### src/rtl/cpu_run_controller_pkg.sv
// Shared definitions for the CPU run controller.
// Holds the command opcode encodings, the FSM state encoding and the
// default data/PC width used by the interface and the controller.
package cpu_run_controller_pkg;

    localparam int DBITS_DEFAULT = 32;

    // Command opcodes carried on cmd_op; 3'b101..3'b111 are reserved.
    localparam logic [2:0] OP_RUN    = 3'b000;
    localparam logic [2:0] OP_HALT   = 3'b001;
    localparam logic [2:0] OP_STEP   = 3'b010;
    localparam logic [2:0] OP_SET_BP = 3'b011;
    localparam logic [2:0] OP_CLR_BP = 3'b100;

    typedef enum logic [1:0] {
        ST_HALTED   = 2'b00,
        ST_RUNNING  = 2'b01,
        ST_STEPPING = 2'b10
    } run_state_e;

endpackage

### src/rtl/cpu_run_controller_if.sv
// Command channel of the CPU run controller.
// Signals:
//   cmd_valid - command present (master -> slave)
//   cmd_ready - command accepted when valid & ready at a rising edge (slave -> master)
//   cmd_op    - opcode, see cpu_run_controller_pkg
//   cmd_arg   - STEP count in the low bits, or breakpoint PC for SET_BP
interface cpu_run_controller_if
    import cpu_run_controller_pkg::*;
#(
    parameter int DBITS = DBITS_DEFAULT
);
    logic             cmd_valid;
    logic             cmd_ready;
    logic [2:0]       cmd_op;
    logic [DBITS-1:0] cmd_arg;

    modport master (output cmd_valid, output cmd_op, output cmd_arg, input  cmd_ready);
    modport slave  (input  cmd_valid, input  cmd_op, input  cmd_arg, output cmd_ready);
endinterface

### src/rtl/cpu_run_controller.sv
// CPU run controller: runs, halts and single/multi-steps a CPU core and
// stops it on a single PC breakpoint.
// Ports:
//   clk         - rising-edge clock
//   reset       - asynchronous, active-low reset
//   cmd         - command channel (slave side of cpu_run_controller_if)
//   pc_out      - current PC of the controlled core
//   cpu_en      - qualifies PC, register-file and data-memory writes
//   halted      - state is HALTED
//   bp_hit      - sticky: the core was halted by the breakpoint
//   cycle_count - number of cycles with cpu_en high (wraps, cleared by reset only)
module cpu_run_controller
    import cpu_run_controller_pkg::*;
#(
    parameter int DBITS        = DBITS_DEFAULT,
    parameter bit RUN_ON_RESET = 1'b1,
    parameter int STEP_BITS    = 16
) (
    input  logic                       clk,
    input  logic                       reset,
    cpu_run_controller_if.slave        cmd,
    input  logic [DBITS-1:0]           pc_out,
    output logic                       cpu_en,
    output logic                       halted,
    output logic                       bp_hit,
    output logic [DBITS-1:0]           cycle_count
);

    localparam run_state_e RESET_STATE = RUN_ON_RESET ? ST_RUNNING : ST_HALTED;

    run_state_e           state_r;
    logic [DBITS-1:0]     bp_addr_r;
    logic                 bp_valid_r;
    logic                 bp_hit_r;
    logic                 skip_r;
    logic [STEP_BITS-1:0] step_cnt_r;
    logic [DBITS-1:0]     cycle_count_r;

    logic                 cmd_ready_s;
    logic                 accept_s;
    logic                 bp_match_s;
    logic                 cpu_en_s;
    logic [STEP_BITS-1:0] step_load_s;

    // Handshake, breakpoint comparator and core enable.
    always_comb begin
        cmd_ready_s = (state_r != ST_STEPPING);
        accept_s    = cmd.cmd_valid && cmd_ready_s;
        // A STEP count of zero still executes one instruction.
        if (cmd.cmd_arg[STEP_BITS-1:0] == {STEP_BITS{1'b0}}) begin
            step_load_s = {{(STEP_BITS-1){1'b0}}, 1'b1};
        end else begin
            step_load_s = cmd.cmd_arg[STEP_BITS-1:0];
        end
        // skip_r masks the breakpoint for the first instruction after RUN,
        // so resuming from a breakpoint executes that instruction once.
        bp_match_s = (state_r == ST_RUNNING) && bp_valid_r &&
                     (pc_out == bp_addr_r) && !skip_r;
        case (state_r)
            ST_RUNNING:  cpu_en_s = !bp_match_s;
            ST_STEPPING: cpu_en_s = 1'b1;
            ST_HALTED:   cpu_en_s = 1'b0;
            default:     cpu_en_s = 1'b0;
        endcase
        // Never let the core write while reset is held.
        if (!reset) begin
            cpu_en_s = 1'b0;
        end else begin
            cpu_en_s = cpu_en_s;
        end
    end

    // Run-control FSM, breakpoint registers and counters.
    always_ff @(posedge clk or negedge reset) begin
        if (!reset) begin
            state_r       <= RESET_STATE;
            bp_addr_r     <= {DBITS{1'b0}};
            bp_valid_r    <= 1'b0;
            bp_hit_r      <= 1'b0;
            skip_r        <= 1'b0;
            step_cnt_r    <= {STEP_BITS{1'b0}};
            cycle_count_r <= {DBITS{1'b0}};
        end else begin
            if (cpu_en_s) begin
                cycle_count_r <= cycle_count_r + {{(DBITS-1){1'b0}}, 1'b1};
                skip_r        <= 1'b0;
            end
            case (state_r)
                ST_STEPPING: begin
                    if (step_cnt_r <= {{(STEP_BITS-1){1'b0}}, 1'b1}) begin
                        step_cnt_r <= {STEP_BITS{1'b0}};
                        state_r    <= ST_HALTED;
                    end else begin
                        step_cnt_r <= step_cnt_r - {{(STEP_BITS-1){1'b0}}, 1'b1};
                    end
                end
                ST_HALTED, ST_RUNNING: begin
                    if (accept_s) begin
                        case (cmd.cmd_op)
                            OP_RUN: begin
                                state_r <= ST_RUNNING;
                                skip_r  <= 1'b1;
                                if (state_r == ST_HALTED) begin
                                    bp_hit_r <= 1'b0;
                                end
                            end
                            OP_HALT: begin
                                state_r <= ST_HALTED;
                            end
                            OP_STEP: begin
                                state_r    <= ST_STEPPING;
                                step_cnt_r <= step_load_s;
                                bp_hit_r   <= 1'b0;
                            end
                            OP_SET_BP: begin
                                bp_addr_r  <= cmd.cmd_arg;
                                bp_valid_r <= 1'b1;
                            end
                            OP_CLR_BP: begin
                                bp_valid_r <= 1'b0;
                            end
                            default: begin
                                // Reserved opcodes are consumed without effect.
                            end
                        endcase
                    end
                    // A breakpoint hit overrides the state change of any
                    // command accepted in the same cycle.
                    if (bp_match_s) begin
                        state_r  <= ST_HALTED;
                        bp_hit_r <= 1'b1;
                    end
                end
                default: begin
                    state_r <= RESET_STATE;
                end
            endcase
        end
    end

    assign cmd.cmd_ready = cmd_ready_s;
    assign cpu_en        = cpu_en_s;
    assign halted        = (state_r == ST_HALTED);
    assign bp_hit        = bp_hit_r;
    assign cycle_count   = cycle_count_r;

endmodule
### src/flat_wrapper.sv
// flat-port wrapper written by rule: the top's interface ports become plain ports
module cpu_run_controller_flat import cpu_run_controller_pkg::*;
#(
    parameter int DBITS        = DBITS_DEFAULT,
    parameter bit RUN_ON_RESET = 1'b1,
    parameter int STEP_BITS    = 16
)
  (clk, reset, pc_out, cpu_en, halted, bp_hit, cycle_count, cmd_cmd_valid, cmd_cmd_op, cmd_cmd_arg, cmd_cmd_ready);
  cpu_run_controller_if #(.DBITS(DBITS)) cmd_i ();
  input  logic clk;
  input  logic reset;
  input  logic [DBITS-1:0] pc_out;
  output logic cpu_en;
  output logic halted;
  output logic bp_hit;
  output logic [DBITS-1:0] cycle_count;
  input wire logic [$bits(cmd_i.cmd_valid)-1:0] cmd_cmd_valid;
  input wire logic [$bits(cmd_i.cmd_op)-1:0] cmd_cmd_op;
  input wire logic [$bits(cmd_i.cmd_arg)-1:0] cmd_cmd_arg;
  output wire logic [$bits(cmd_i.cmd_ready)-1:0] cmd_cmd_ready;
  assign cmd_i.cmd_valid = cmd_cmd_valid;
  assign cmd_i.cmd_op = cmd_cmd_op;
  assign cmd_i.cmd_arg = cmd_cmd_arg;
  assign cmd_cmd_ready = cmd_i.cmd_ready;
  cpu_run_controller #(.DBITS(DBITS), .RUN_ON_RESET(RUN_ON_RESET), .STEP_BITS(STEP_BITS)) u_core (.clk(clk), .reset(reset), .cmd(cmd_i), .pc_out(pc_out), .cpu_en(cpu_en), .halted(halted), .bp_hit(bp_hit), .cycle_count(cycle_count));
endmodule
### config.mk
export PLATFORM = sky130hd
export DESIGN_NAME = cpu_run_controller_flat
export DESIGN_NICKNAME = d
export VERILOG_FILES = /design/src/rtl/cpu_run_controller_pkg.sv /design/src/rtl/cpu_run_controller_if.sv /design/src/rtl/cpu_run_controller.sv /design/src/flat_wrapper.sv
export SDC_FILE = /design/constraint.sdc
export NUM_CORES = 1
export LEC_CHECK = 0
export ABC_AREA = 1
export CAP_MARGIN = 20
export CORE_AREA = 2 2 140 128
export DETAILED_ROUTE_END_ITERATION = 12
export DIE_AREA = 0 0 142 130
export MAX_ROUTING_LAYER = met4
export SYNTH_ARGS = -nofsm -noshare
export SYNTH_HDL_FRONTEND = slang
export SYNTH_SLANG_ARGS = --single-unit
### constraint.sdc
create_clock -name clk -period 6.3 [get_ports clk]
set_clock_uncertainty 0.15 [all_clocks]
set_input_delay 0.63 -clock clk [delete_from_list [all_inputs] [get_ports clk]]
set_output_delay 0.63 -clock clk [all_outputs]
set_load 0.02 [all_outputs]
==> key figures <==
Power
  • Max VDD drop: 0.121 mV
  • Pwr Density: 351 nW/um^2
  • Leak: 0.00296 uW

Synth
  • FFs w/ async S/R, synth: 100%
  • Syn Area/Cell: 7.81 sq um
  • Post-synth top cells: 189 x nand2_1, 84 x dfrtp_1, 67 x nor2_1
  • Most frequent cell after synthesis: nand2_1
  • Yosys reg bits: 85
  • Main flop type after synthesis: dfrtp_1
  • Ranking of synthesized cells by area: dfrtp_1 42%, nand2_1 14%, xor2_1 6.1%
  • Seq/Total Area, Yosys: 42.6%
  • Largest area contributor in the netlist: dfrtp_1
  • Post-Synthesis Cells: 640
  • Share of the synthesized area in the top cell type: 42.1%
  • Distinct cells, synth: 31
  • Synthesized Nets: 717
  • Number of synthesized flops with an enable pin: 0
  • Syn. warnings: 0
  • Synthesized cell area: 5000 sq um

Placed design
  • Worst slack at placement: 2.02 ns
  • IO Port Bufs: 105
  • DP HPWL: 10100 um
  • Final Wtd Congestion: 0.913

Setup path
  • WS Path Type: reg2out
  • Cell Chain, Critical Path: ha_1, nand2_1, nor2_1, nand2_1, nor2_1, nand3_1, nor2_2, nand3_2, nand2_1, nand2_1, nand2_2, inv_2, clkdlybuf4s50_1
  • Worst R2R Setup Slack: 2.59 ns
  • Reg2Reg Depth: 8
  • Setup crit end kind: primary output
  • WP data required: 5.52 ns
  • Worst Path Arrival: 3.47 ns
  • Crit path max-delay cell type: clkdlybuf4s50_1
  • Cell mode on critical path: nand2_1
  • FF-to-FF End: u_core.step_cnt_r[13]
  • CP max FO: 39
  • Slowest stage delay, CP: 0.64 ns
  • Crit start category: flip-flop

Clock tree
  • Post_cts resized: 0
  • Hold buffer count at CTS: 0
  • Post-CTS Repair Setup Buffers: 0
  • Htree depth: 3
  • Total clock sinks: 85
  • Worst-path clk slew: 0.07 ns
  • Worst-Skew Late Latency: 0.34 ns
  • Root buffer cell: clkbuf_16
  • Num CTS Buffers: 9
  • Clock Path Buffers: 2
  • CTS tree: built

Floorplan
  • Core area: 17200 sq um
  • DIE WIDTH: 142 um
  • # rows: 46
  • DIE HEIGHT: 130 um
  • Die ar.: 18500 sq um
  • Starting Density: 29.0%
  • Ports: 106

Detailed routing
  • DR vias: 4442
  • Drt first-iter violations: 284
  • Post-route antenna net violation count: 0
  • Drt pass-1 iters: 4
  • Wire per inst: 14.0 um
  • DRC: 0
  • Detailed Route WL: 13500 um
  • Vias per cell: 4.61

STA
  • Final worst slack: 2.05 ns
  • Worst-Margin Slew: 0.938 ns
  • Final Max Slew Viols: 0
  • Final period util: 67.5%
  • Final setup viols: 0
  • Tmin final: 4.25 ns
  • Fmax: 235 MHz
  • Max-slew headroom: 37.1%
  • RSZ-0062 raised after global routing: no
  • Final Hold Fails: 0
  • Setup TNS: 0 ns

Global routing
  • First-pass GRT wire length: 21800 um
  • Vias in the first global route: 4271
  • Largest net degree at the start of global routing: 45
  • GRT Residual Overflow: 0
  • GR Util All Layers: 15.3%
  • Initial antenna violation count: 0

Finish
  • Layout cell share with drive strength beyond 1: 5.35%
  • N_diodes: 0
  • Area growth syn-to-layout: 31.3%
  • Final nets: 819

Min path
  • Hold/Removal Path Class: in2async

Outcome
  • Status: finished clean

Run
  • Max_cap viols: 0
==> flip-flops by register name, summed over array words and instances, names as in the netlist, named ones only <==
signal,cells
u_core.cycle_count,32
u_core.bp_valid_r,1
u_core.state_r,1
u_core.bp_addr_r,32
u_core.step_cnt_r,16
u_core.skip_r,1
u_core.bp_hit,1
==> layout make-up <==
cell class	count	area, sq um
Sequential cell	85	2130
Inverter	57	214
Multi-Input combinational cell	481	2560
Timing Repair Buffer	108	1080
Tap cell	216	270
Fill cell	1747	10600
Clock inverter	5	85.1
Clock buffer	11	233
==> report_power, final <==
group          switching [uW]  internal [uW]
clock                     225            349
sequential                139            726
combinational             507            358
total                     871           1430
==> kinds of logic after synthesis <==
logic type	synth area share [%]
xor gates and xnor gates	11.2
muxes	3.60
AOI/OAI and AO/OA	7.74
DFF	42.6
buffers and inverters	6.28
and+or+nand+nor	26.8
adders and majority gates	1.75
==> placed cells by master (no fill, tap or decap), drive strengths merged, types with 2 or more instances in the layout <==
| cell | netlist | routed |
|---|---|---|
| nand2 | 190 | 190 |
| clkdlybuf4s50 | 0 | 104 |
| dfrtp | 84 | 84 |
| nor2 | 68 | 68 |
| inv | 56 | 56 |
| o21ai | 41 | 41 |
| xor2 | 35 | 35 |
| xnor2 | 29 | 29 |
| nor3 | 19 | 19 |
| nand4 | 17 | 17 |
| nand3 | 17 | 17 |
| mux2 | 16 | 16 |
| a21oi | 16 | 16 |
| clkbuf | 3 | 11 |
| nor4 | 9 | 9 |
| a22oi | 8 | 8 |
| ha | 7 | 7 |
| buf | 14 | 4 |
| o22ai | 3 | 3 |
| clkinv | 1 | 3 |
| and2 | 2 | 2 |
| bufinv | 0 | 2 |
==> layer usage <==
metal	up-vias	global-route usage, %	wire, um
met5	-	-	0
met4	0	5.35	257
met3	18	2.53	731
met2	111	23.3	5910
li1	2270	-	-
met1	2043	20.8	6580
==> worst max path at each step <==
stage | slack, ns | from | end
6_report | 2.05 | flip-flop | cpu_en
5_1_grt | 1.67 | u_core.state_r[1] | cpu_en
4_1_cts | 1.97 | flip-flop | cpu_en
3_5_place_dp | 2.02 | pc_out[13] | cpu_en
3_3_place_gp | 2.08 | pc_out[12] | cpu_en
2_1_floorplan | 3.82 | flip-flop | cpu_en
==> worst max-delay path: cells and delay by family, from the launching register on <==
kind | cells | cell delay, ns
DFF | 1 | 0.56
buffers and inverters | 2 | 1.01
adders and majority gates | 1 | 0.20
and+or+nand+nor | 10 | 1.34
==> metrics by stage <==
step	total power [uW]	area [sq um]	hold WS, ns	util, %	cells
2_1_floorplan	1500	5000	0.184	-	640
3_3_place_gp	1720	6230	0.327	36.2	946
3_5_place_dp	1730	6230	0.335	36.2	946
4_1_cts	2320	6550	0.138	38.1	962
5_1_grt	2500	6570	0.163	38.1	963
6_report	2300	6570	0.120	38.1	963
No activity file was read; power rests on OpenSTA's default activity.
